**config.mk**
```make
export PLATFORM = sky130hd
export DESIGN_NAME = vga_scanout_gen
export DESIGN_NICKNAME = d
export VERILOG_FILES = /design/src/rtl/vga_scanout_gen.sv
export SDC_FILE = /design/constraint.sdc
export NUM_CORES = 1
export LEC_CHECK = 0
export CORE_ASPECT_RATIO = 0.7
export CORE_MARGIN = 3
export CORE_UTILIZATION = 50
export DETAILED_ROUTE_END_ITERATION = 6
export PLACE_DENSITY = 0.78
export SETUP_SLACK_MARGIN = 0.2
export SLEW_MARGIN = 0
export SYNTH_ARGS = -nofsm -noshare
export SYNTH_HDL_FRONTEND = slang
export SYNTH_SLANG_ARGS = --single-unit
```
**constraint.sdc**
```tcl
create_clock -name i_clk -period 5.5 [get_ports i_clk]
set_input_delay 1.1 -clock i_clk [delete_from_list [all_inputs] [get_ports i_clk]]
set_output_delay 1.1 -clock i_clk [all_outputs]
set_load 0.005 [all_outputs]
```
**src/rtl/vga_scanout_gen.sv**
```systemverilog
// vga_scanout_gen: raster timing generator with double-buffered, pixel/line
// replicated framebuffer scan-out. Stage 0 is the hc/vc counter state; the
// framebuffer read is issued from stage 0. Video outputs appear two strobes later.
module vga_scanout_gen #(
  parameter int   H_ACTIVE = 800,
  parameter int   H_FP     = 40,
  parameter int   H_SYNC   = 128,
  parameter int   H_BP     = 88,
  parameter int   V_ACTIVE = 600,
  parameter int   V_FP     = 1,
  parameter int   V_SYNC   = 4,
  parameter int   V_BP     = 23,
  parameter logic HS_POL   = 1'b1,
  parameter logic VS_POL   = 1'b1,
  parameter int   SCALE    = 2,
  parameter int   COLOR_W  = 3,
  parameter int   ADDR_W   = 18
) (
  input  logic               i_clk,
  input  logic               i_rst,
  input  logic               i_pix_stb,
  input  logic               i_swap_req,
  output logic               o_swap_ack,
  output logic               o_front,
  output logic               o_rd_en,
  output logic [ADDR_W-1:0]  o_rd_addr,
  input  logic [COLOR_W-1:0] i_rd_data,
  output logic               o_hs,
  output logic               o_vs,
  output logic               o_de,
  output logic [COLOR_W-1:0] o_rgb,
  output logic               o_frame_start,
  output logic               o_vblank_start
);

  localparam int FB_W    = H_ACTIVE / SCALE;
  localparam int FB_H    = V_ACTIVE / SCALE;
  localparam int H_TOTAL = H_ACTIVE + H_FP + H_SYNC + H_BP;
  localparam int V_TOTAL = V_ACTIVE + V_FP + V_SYNC + V_BP;
  localparam int HC_W    = $clog2(H_TOTAL);
  localparam int VC_W    = $clog2(V_TOTAL);
  localparam int REP_W   = (SCALE > 1) ? $clog2(SCALE) : 1;

  localparam logic [REP_W-1:0]  REP_LAST  = REP_W'(SCALE - 1);
  localparam logic [ADDR_W-1:0] FB_WORDS  = ADDR_W'(FB_W * FB_H);
  localparam logic [ADDR_W-1:0] FB_STRIDE = ADDR_W'(FB_W);

  if (SCALE < 1) begin : g_bad_scale
    $error("SCALE must be at least 1");
  end
  if ((H_ACTIVE % SCALE) != 0) begin : g_bad_h
    $error("H_ACTIVE must be a multiple of SCALE");
  end
  if ((V_ACTIVE % SCALE) != 0) begin : g_bad_v
    $error("V_ACTIVE must be a multiple of SCALE");
  end
  if ((longint'(2) * FB_W * FB_H) > (longint'(1) << ADDR_W)) begin : g_bad_addr
    $error("two framebuffer banks do not fit in ADDR_W");
  end

  logic [HC_W-1:0]   hc;
  logic [VC_W-1:0]   vc;
  logic [REP_W-1:0]  hrep;
  logic [REP_W-1:0]  vrep;
  logic [ADDR_W-1:0] addr;
  logic [ADDR_W-1:0] line_start;
  logic [ADDR_W-1:0] next_line;
  logic [ADDR_W-1:0] next_base;
  logic              front;
  logic              pending;
  logic              active_p0;
  logic              hs_p0;
  logic              vs_p0;
  logic              line_end;
  logic              frame_end;
  logic              swap_now;
  logic              de_p1;
  logic              hs_p1;
  logic              vs_p1;
  logic              vld_p1;
  logic [COLOR_W-1:0] data_hold;

  // Stage 0: decode the counter position and the frame-boundary swap decision
  always_comb begin
    active_p0 = (int'(hc) < H_ACTIVE) && (int'(vc) < V_ACTIVE);
    hs_p0     = (int'(hc) >= H_ACTIVE + H_FP) && (int'(hc) < H_ACTIVE + H_FP + H_SYNC);
    vs_p0     = (int'(vc) >= V_ACTIVE + V_FP) && (int'(vc) < V_ACTIVE + V_FP + V_SYNC);
    line_end  = (int'(hc) == H_TOTAL - 1);
    frame_end = line_end && (int'(vc) == V_TOTAL - 1);
    swap_now  = i_pix_stb && frame_end && (pending || i_swap_req);
    next_line = line_start + FB_STRIDE;
    next_base = (front ^ swap_now) ? FB_WORDS : '0;
  end

  assign o_rd_en        = i_pix_stb && !i_rst && active_p0;
  assign o_rd_addr      = addr;
  assign o_front        = front;
  assign o_frame_start  = i_pix_stb && !i_rst && (hc == '0) && (vc == '0);
  assign o_vblank_start = i_pix_stb && !i_rst && (hc == '0) && (int'(vc) == V_ACTIVE);

  // Raster counters advance once per pixel strobe
  always_ff @(posedge i_clk) begin
    if (i_rst) begin
      hc <= '0;
      vc <= '0;
    end else if (i_pix_stb) begin
      if (line_end) begin
        hc <= '0;
        vc <= frame_end ? '0 : vc + VC_W'(1);
      end else begin
        hc <= hc + HC_W'(1);
      end
    end
  end

  // Incremental address generation: the word advances every SCALE active pixels,
  // and each framebuffer line is replayed SCALE times from line_start
  always_ff @(posedge i_clk) begin
    if (i_rst) begin
      addr       <= '0;
      line_start <= '0;
      hrep       <= '0;
      vrep       <= '0;
    end else if (i_pix_stb) begin
      if (frame_end) begin
        addr       <= next_base;
        line_start <= next_base;
        hrep       <= '0;
        vrep       <= '0;
      end else if (line_end) begin
        hrep <= '0;
        if (int'(vc) < V_ACTIVE) begin
          if (vrep == REP_LAST) begin
            vrep       <= '0;
            line_start <= next_line;
            addr       <= next_line;
          end else begin
            vrep <= vrep + REP_W'(1);
            addr <= line_start;
          end
        end
      end else if (active_p0 && (int'(hc) != H_ACTIVE - 1)) begin
        if (hrep == REP_LAST) begin
          hrep <= '0;
          addr <= addr + ADDR_W'(1);
        end else begin
          hrep <= hrep + REP_W'(1);
        end
      end
    end
  end

  // Bank swap: a request is remembered until the last strobe of the frame
  always_ff @(posedge i_clk) begin
    if (i_rst) begin
      front      <= 1'b0;
      pending    <= 1'b0;
      o_swap_ack <= 1'b0;
    end else begin
      o_swap_ack <= swap_now;
      if (swap_now) begin
        front   <= ~front;
        pending <= 1'b0;
      end else if (i_swap_req) begin
        pending <= 1'b1;
      end
    end
  end

  // Stage 1: timing flags follow the read; read data is held in case strobes are sparse
  always_ff @(posedge i_clk) begin
    if (i_rst) begin
      de_p1  <= 1'b0;
      hs_p1  <= 1'b0;
      vs_p1  <= 1'b0;
      vld_p1 <= 1'b0;
    end else begin
      vld_p1 <= o_rd_en;
      if (i_pix_stb) begin
        de_p1 <= active_p0;
        hs_p1 <= hs_p0;
        vs_p1 <= vs_p0;
      end
    end
  end

  // Capture read data the cycle it returns
  always_ff @(posedge i_clk) begin
    if (vld_p1) data_hold <= i_rd_data;
  end

  // Stage 2: registered video outputs, blanked to zero outside active video
  always_ff @(posedge i_clk) begin
    if (i_rst) begin
      o_de  <= 1'b0;
      o_rgb <= '0;
      o_hs  <= ~HS_POL;
      o_vs  <= ~VS_POL;
    end else if (i_pix_stb) begin
      o_de  <= de_p1;
      o_hs  <= hs_p1 ? HS_POL : ~HS_POL;
      o_vs  <= vs_p1 ? VS_POL : ~VS_POL;
      o_rgb <= de_p1 ? (vld_p1 ? i_rd_data : data_hold) : '0;
    end
  end

endmodule

```
==> implementation parameters, run 1 <==
Parameter                              Value

Critical path
  Family of cells with the greatest summed delay on the critical path ... buffers and inverters
  Arrival time worst endpoint ... 3.43 ns
  Highest fanout seen on the critical path ... 14
  Nature of the critical path endpoint ... output pin
  Worst reg2reg path depth ... 7
  Peak per-stage delay on the critical path ... 0.51 ns
  Crit path launch type ... primary input
  Critical path's slowest cell ... clkdlybuf4s50_1
  Reg-to-reg startpoint ... vc[0]
  Worst R2R Setup Slack ... 2.39 ns
  Buffering stage count on the worst path with inverters included ... 4
  Critical path data required time ... 4.40 ns
  FF-to-FF End ... o_rd_addr[12]
  Cell with the most instances on the worst path ... clkdlybuf4s50_1
  Cells along the critical path ... clkdlybuf4s50_1, buf_4, inv_1, a311o_1, or2_2, nor2_1, clkdlybuf4s50_1
  Critical Setup Path Class ... primary input to output pin

Synthesis
  Count of different cell masters after synthesis ... 64
  Post-synth EDFFs ... 0
  Post-Synth Simple-Gate Area ... 28.89%
  Xor/xnor cell area share of the yosys netlist ... 8.277%
  Proportion of synthesized chip area in sequential cells ... 36.31%
  Area fraction in compound gates after synthesis ... 17.07%
  Leading cell types by count after synthesis ... dfxtp_1, nor2_1, nand2_1
  Top cells by area, synth ... dfxtp_1, a21oi_1, xor2_1, nor2_1, nand2_1
  Post-synthesis mux area share ... 2.685%
  Register bit total from synthesis ... 71
  Largest family of logic cells by synthesized area ... simple AND/OR/NAND/NOR gates
  Area share of the largest cell type after synthesis ... 36.31%
  Most frequent cell after synthesis ... dfxtp_1
  Yosys warns ... 0
  Fraction of the mapped netlist area in adder cells ... 2.557%
  Post-Synthesis Net Count ... 496
  Syn Area/Cell ... 8.139 sq um
  Proportion of synthesized flip-flops having asynchronous set or reset ... 0%
  Post-Syn Instances ... 481
  Netlist Area Pre-Place ... 3915 sq um
  Library cell occupying the most area in the post-synthesis netlist ... dfxtp_1
  Leading register cell type out of synthesis ... dfxtp_1

CTS
  Max Root-Sink Buffers ... 2
  Root Driver ... clkbuf_8
  Number of clock sinks ... 71
  Hold-fix buffer count after cts ... 0
  TritonCTS clock tree ... done
  Number of H-tree levels ... 3
  Source-to-sink clock delay at the later pin of the worst-skew pair ... 0.37 ns
  Inserted Clock Buffers ... 9
  Clock-pin slew of the registers on the worst-case setup and hold paths ... 0.08 ns
  Number of setup buffers added after CTS ... 0
  Post_cts resized ... 0

STA
  Final setup violating endpoints ... 0
  Actual transition at the worst max-transition pin ... 1.248 ns
  Hold Fails Final Rpt ... 0
  Final min period ... 4.525 ns
  Final worst path period share ... 82.28%
  Achievable Freq ... 0.2210 GHz
  Relative slew margins ... 16.77%
  Clock Skew ... 0.01088 ns
  Setup TNS Final ... 0 ns
  Unrepaired setup endpoints after global routing ... no
  Pins over their slew limit ... 0

Die
  Cell row count ... 26
  Floorplan die width ... 111.8 microns
  I/O pin cnt ... 36
  Placeable core area ... 7450 sq um
  Full die area ... 8945 sq um
  Starting density of the core ... 52.55%
  Overall die height ... 80.04 microns

Layout
  Final #Nets ... 518
  Area overhead of the layout relative to synthesis ... 15.79%
  Antenna Cells ... 0
  Post-layout instance area ... 4533 sq um
  Share of layout cells above drive strength 1 ... 8.071%

Detailed routing
  1st-pass router iterations ... 4
  DRC viols ... 0
  Via-per-instance ratio ... 6.081
  Antenna Violating Nets Remaining ... 0
  Via count ... 3685
  Number of design-rule violations left by the first detailed-router iteration ... 312
  Final routed wire length divided by cell count ... 16.62 microns
  Overall routed net length ... 10.07 mm

Global routing
  All-Layer GR Usage ... 23.22%
  Vias in the first global route ... 3437
  GRT Residual Overflow ... 0
  Maximum number of pins on one net before global-route repair ... 63
  Global-route wire length before repair ... 16.79 mm
  Initial antenna violation count ... 0

Outcome
  Outcome ... finished, final reports clean

Flow run
  Number of max-cap violations ... 0

Place
  Final Wtd Congestion ... 0.8852
  Quantity of I/O buffers inserted on ports ... 35
  Half-perimeter wire length after detailed placement ... 6.978 mm
  Area after detailed placement ... 4282 sq um

Power and ir drop
  Leak ... 1.527 nW
  Power per Cell Area ... 249.1 nW/um^2
  Worst VDD drop ... 0.0001434 V

Min path
  Hold wc startpoint ... vs_p1
  HP Class ... register to register
  Endpoint of the worst hold-timing path ... vs_p1
  Hold-critical path depth ... 2
## worst max path at each step
stage	startpoint	end	cells after the start
after global placement	i_pix_stb	o_rd_en	7
final	i_pix_stb	o_rd_en	7
after floorplan	i_rst	o_rd_en	4
after global routing	i_pix_stb	o_rd_en	7
after CTS	i_pix_stb	o_rd_en	7
after detailed placement	i_pix_stb	o_rd_en	7
## worst min-delay path, delay by kind of cell (launching register included)
family,cells,cell delay [ns]
DFF,1,0.32
AOI/OAI and AO/OA,1,0.05
and+or+nand+nor,1,0.06
## metal layers
layer / part of all wire [%] / global-route usage, %
met1: 48 / 32.06
met2: 43 / 35.47
met3: 7.9 / 6.212
met4: 1.3 / 7.169
met5: 0 / 0
## through the flow
| step | worst slack (ns) | hold WS [ns] | cells | power (W) | util, % |
|---|---|---|---|---|---|
| 2_1_floorplan | 2.399 | 0.4406 | 481 | 0.0005820 | - |
| 3_3_place_gp | 1.052 | 0.4569 | 590 | 0.0006021 | 57.47 |
| 3_5_place_dp | 0.9687 | 0.4566 | 590 | 0.0006048 | 57.47 |
| 4_1_cts | 0.9636 | 0.4692 | 606 | 0.001134 | 60.85 |
| 5_1_grt | 0.8482 | 0.5012 | 606 | 0.001160 | 60.85 |
| 6_report | 0.9745 | 0.4668 | 606 | 0.001129 | 60.85 |
## cell families (layout without fill, tap and decap cells)
| family | after synthesis | count (layout) |
|---|---|---|
| AO/OA/AOI/OAI | 105 | 105 |
| buffers and inverters | 37 | 64 |
| multiplexers | 10 | 10 |
| adder cells (fa/ha/maj) | 8 | 8 |
| AND/OR/NAND/NOR | 213 | 213 |
| XOR/XNOR | 37 | 37 |
| flip-flops | 71 | 71 |
## state kept, by name, summed over array words and instances (netlist names)
register and cells:
hc 11, hs_p1 1, vs_p1 1, line_start 14
o_hs 1, data_hold 3, de_p1 1, o_front 1
o_swap_ack 1, pending 1, o_rd_addr 18, hrep 1
o_vs 1, o_de 1, o_rgb 3, vld_p1 1
vc 10, vrep 1
## where the power goes
part / total, W / internal (W) / switching [W]
Combinational: 0.0000607 / 0.0000280 / 0.0000327
Sequential: 0.000532 / 0.000524 / 0.00000872
Clock: 0.000536 / 0.000308 / 0.000228
## cells in the final DEF (no fill, tap or decap), types with 3 or more instances in the layout
cell / count
xnor2_1: 15
a21oi_1: 40
dfxtp_1: 71
nand2b_1: 3
ha_1: 8
buf_4: 4
a31oi_1: 8
nor3_1: 19
o21ai_0: 16
clkbuf_8: 9
nor2_1: 49
xor2_1: 22
nand2_1: 44
a211oi_1: 3
inv_1: 9
nor4_1: 8
nor3b_1: 5
mux2_2: 4
and4_1: 6
nand4_1: 14
clkdlybuf4s50_1: 34
nand3_1: 26
o21ai_1: 10
and2_1: 4
nor3_2: 4
mux2i_1: 6
or3_1: 13
and3_1: 3
bufinv_16: 3
o31ai_1: 3
## layout make-up
type                       count  area (sq um)
fill                         647          2917
timing repair buffer          39         375.4
clock inverter                 7         127.6
clock buffer                   9         123.9
tap                           98         122.6
multi-input combinational    373          2328
inverter                       9         33.78
sequential                    71          1421
Power figures use the tool's default switching activity.
==> run 2: changes to the inputs <==
- clock period: 5.5 -> 4.3 ns (I/O delays scaled with it)
==> implementation parameters, run 2 (synthesized netlist as in run 1, its figures left out) <==
Parameter                              Value

Critical path
  Family of cells with the greatest summed delay on the critical path ... buffers and inverters
  Cell with the most instances on the worst path ... clkdlybuf4s50_1
  Peak per-stage delay on the critical path ... 0.51 ns (about the same)
  Nature of the critical path endpoint ... output pin
  Critical path's slowest cell ... clkdlybuf4s50_1
  Buffering stage count on the worst path with inverters included ... 3 (-1)
  Crit path launch type ... primary input
  Arrival time worst endpoint ... 2.79 ns (-0.64 ns)
  Critical Setup Path Class ... primary input to output pin
  Critical path data required time ... 3.44 ns (-0.96 ns)
  Cells along the critical path ... clkdlybuf4s50_1, inv_1, a311o_1, or2_2, nor2_1, clkdlybuf4s50_1
  Highest fanout seen on the critical path ... 9 (-5)

Die
  Overall die height ... 80.04 microns (unchanged)
  Floorplan die width ... 111.8 microns (unchanged)
  Full die area ... 8945 sq um (unchanged)
  Cell row count ... 26 (unchanged)
  I/O pin cnt ... 36 (unchanged)
  Starting density of the core ... 52.55% (unchanged)
  Placeable core area ... 7450 sq um (unchanged)

Layout
  Most frequent standard cell in the layout excluding fill and tap cells ... dfxtp_1
  Commonest non-fill, non-tap cells in the layout ... dfxtp_1, nor2_1, nand2_1
  Multi-input combinational cell area ... 2328 sq um (unchanged)
  Share of layout cells above drive strength 1 ... 8.431% (+0.36 points)
  Final #Nets ... 520 (+0.39%)
  Sequential cell area ... 1421 sq um (unchanged)
  Max reg flops ... 18 (unchanged)
  Final standard cell utilization of the core ... 60.33% (-0.52 points)
  Area overhead of the layout relative to synthesis ... 14.80%
  Filler cells ... 680 (+5.1%)
  Antenna Cells ... 0 (unchanged)

CTS
  Source-to-sink clock delay at the later pin of the worst-skew pair ... 0.36 ns (about the same)
  Number of setup buffers added after CTS ... 0 (unchanged)
  Root Driver ... clkbuf_8
  Max Root-Sink Buffers ... 2 (unchanged)
  Number of clock sinks ... 71 (unchanged)
  Inserted Clock Buffers ... 9 (unchanged)
  TritonCTS clock tree ... done
  Hold-fix buffer count after cts ... 0 (unchanged)
  Number of H-tree levels ... 3 (unchanged)
  Clock-pin slew of the registers on the worst-case setup and hold paths ... 0.08 ns (about the same)
  Post_cts resized ... 0 (unchanged)

Global routing
  Global-route wire length before repair ... 16.48 mm (-1.8%)
  All-Layer GR Usage ... 22.97% (-0.26 points)
  Vias in the first global route ... 3359 (-2.3%)
  Initial antenna violation count ... 0 (unchanged)
  GRT Residual Overflow ... 0 (unchanged)
  Maximum number of pins on one net before global-route repair ... 63 (unchanged)

Min path
  HP Class ... register to register

Detailed routing
  Overall routed net length ... 9.867 mm (-2.0%)
  DRC viols ... 0 (unchanged)
  Number of design-rule violations left by the first detailed-router iteration ... 266 (-15%)
  Antenna Violating Nets Remaining ... 0 (unchanged)
  Via-per-instance ratio ... 6.056 (-0.41%)
  Via count ... 3682 (-0.081%)
  1st-pass router iterations ... 5 (+1)
  Final routed wire length divided by cell count ... 16.23 microns (-2.3%)

STA
  Actual transition at the worst max-transition pin ... 1.148 ns (-0.1001 ns)
  Final setup violating endpoints ... 0 (unchanged)
  Unrepaired setup endpoints after global routing ... no
  Hold_ws ... 0.4703 ns (+0.003483 ns)
  Clock Skew ... 0.01078 ns (-0.00009320 ns)
  Setup TNS Final ... 0 ns (unchanged)
  Pins over their slew limit ... 0 (unchanged)
  Relative slew margins ... 23.44% (+6.7 points)
  Hold Fails Final Rpt ... 0 (unchanged)
  Final worst path period share ... 84.92%
  Final min period ... 3.651 ns
  Achievable Freq ... 0.2739 GHz

Power and ir drop
  Tot Pwr ... 0.001292 W (+14%)
  Leak ... 1.499 nW (-1.9%)
  Worst VDD drop ... 0.0002048 V (+43%)
  Power per Cell Area ... 287.6 nW/um^2 (+15%)

Outcome
  Outcome ... finished, final reports clean

Place
  Quantity of I/O buffers inserted on ports ... 35 (unchanged)
  Half-perimeter wire length after detailed placement ... 6.909 mm (-0.99%)
  Final Wtd Congestion ... 0.8949 (+1.1%)

Flow run
  Number of max-cap violations ... 0 (unchanged)
run 2: cell count changes in the layout (fill, tap and decap cells not counted), sizes merged:
cell      previous run  this run
buf                  5         7
bufinv               3         1
clkinv               1         2
clkinvlp             0         4
inv                 12         9
run 2: metal layers:
layer / GRT usage [%] / up-vias / part of all wire [%]
met2: 35.05 / 152 / 42
met1: 31.93 / 1723 / 48
met3: 6.136 / 13 / 8.0
met5: 0 / - / 0
li1: - / 1794 / -
met4: 6.440 / 0 / 1.2
run 2: final timing paths:
kind	slack, ns	cells after the start	startpoint	to
hold reg to reg	0.47	2	o_rgb[1]	o_rgb[1]
setup / recovery	0.65	6	i_pix_stb	o_rd_en
hold / removal	0.47	2	o_rgb[1]	o_rgb[1]
setup reg to reg	1.53	6	hc[5]	o_rd_addr[10]
run 2: where the power goes:
| part | switching (W) | internal [W] |
|---|---|---|
| clock | 0.000266 | 0.000267 |
| combinational | 0.0000420 | 0.0000363 |
| sequential | 0.0000112 | 0.000670 |
| total | 0.000319 | 0.000973 |
run 2: worst reg2reg max path, cell delays in order, from the launching register on:
cell	delay, ns
dfxtp_1	0.36
or3_1	0.52
nor4_2	0.45
nor3_4	0.11
o22ai_1	0.90
o21ai_1	0.17
a21oi_1	0.19
run 2: cell type report:
type | instances | area share [%]
clock inverter | 7 | 1.643
multi-input combinational | 373 | 51.81
inverter | 9 | 0.7517
tap | 98 | 2.728
clock buffer | 9 | 2.756
sequential | 71 | 31.63
timing repair buffer | 41 | 8.686
run 2: per-stage QoR:
stage | worst slack (ns) | instance area, sq um | cells
finish | 0.6486 | 4494 | 608
global route | 0.5407 | 4494 | 608
CTS | 0.6375 | 4494 | 608
detailed placement | 0.6381 | 4297 | 592
global placement | 0.6515 | 4297 | 592
floorplan | 1.679 | 3915 | 481
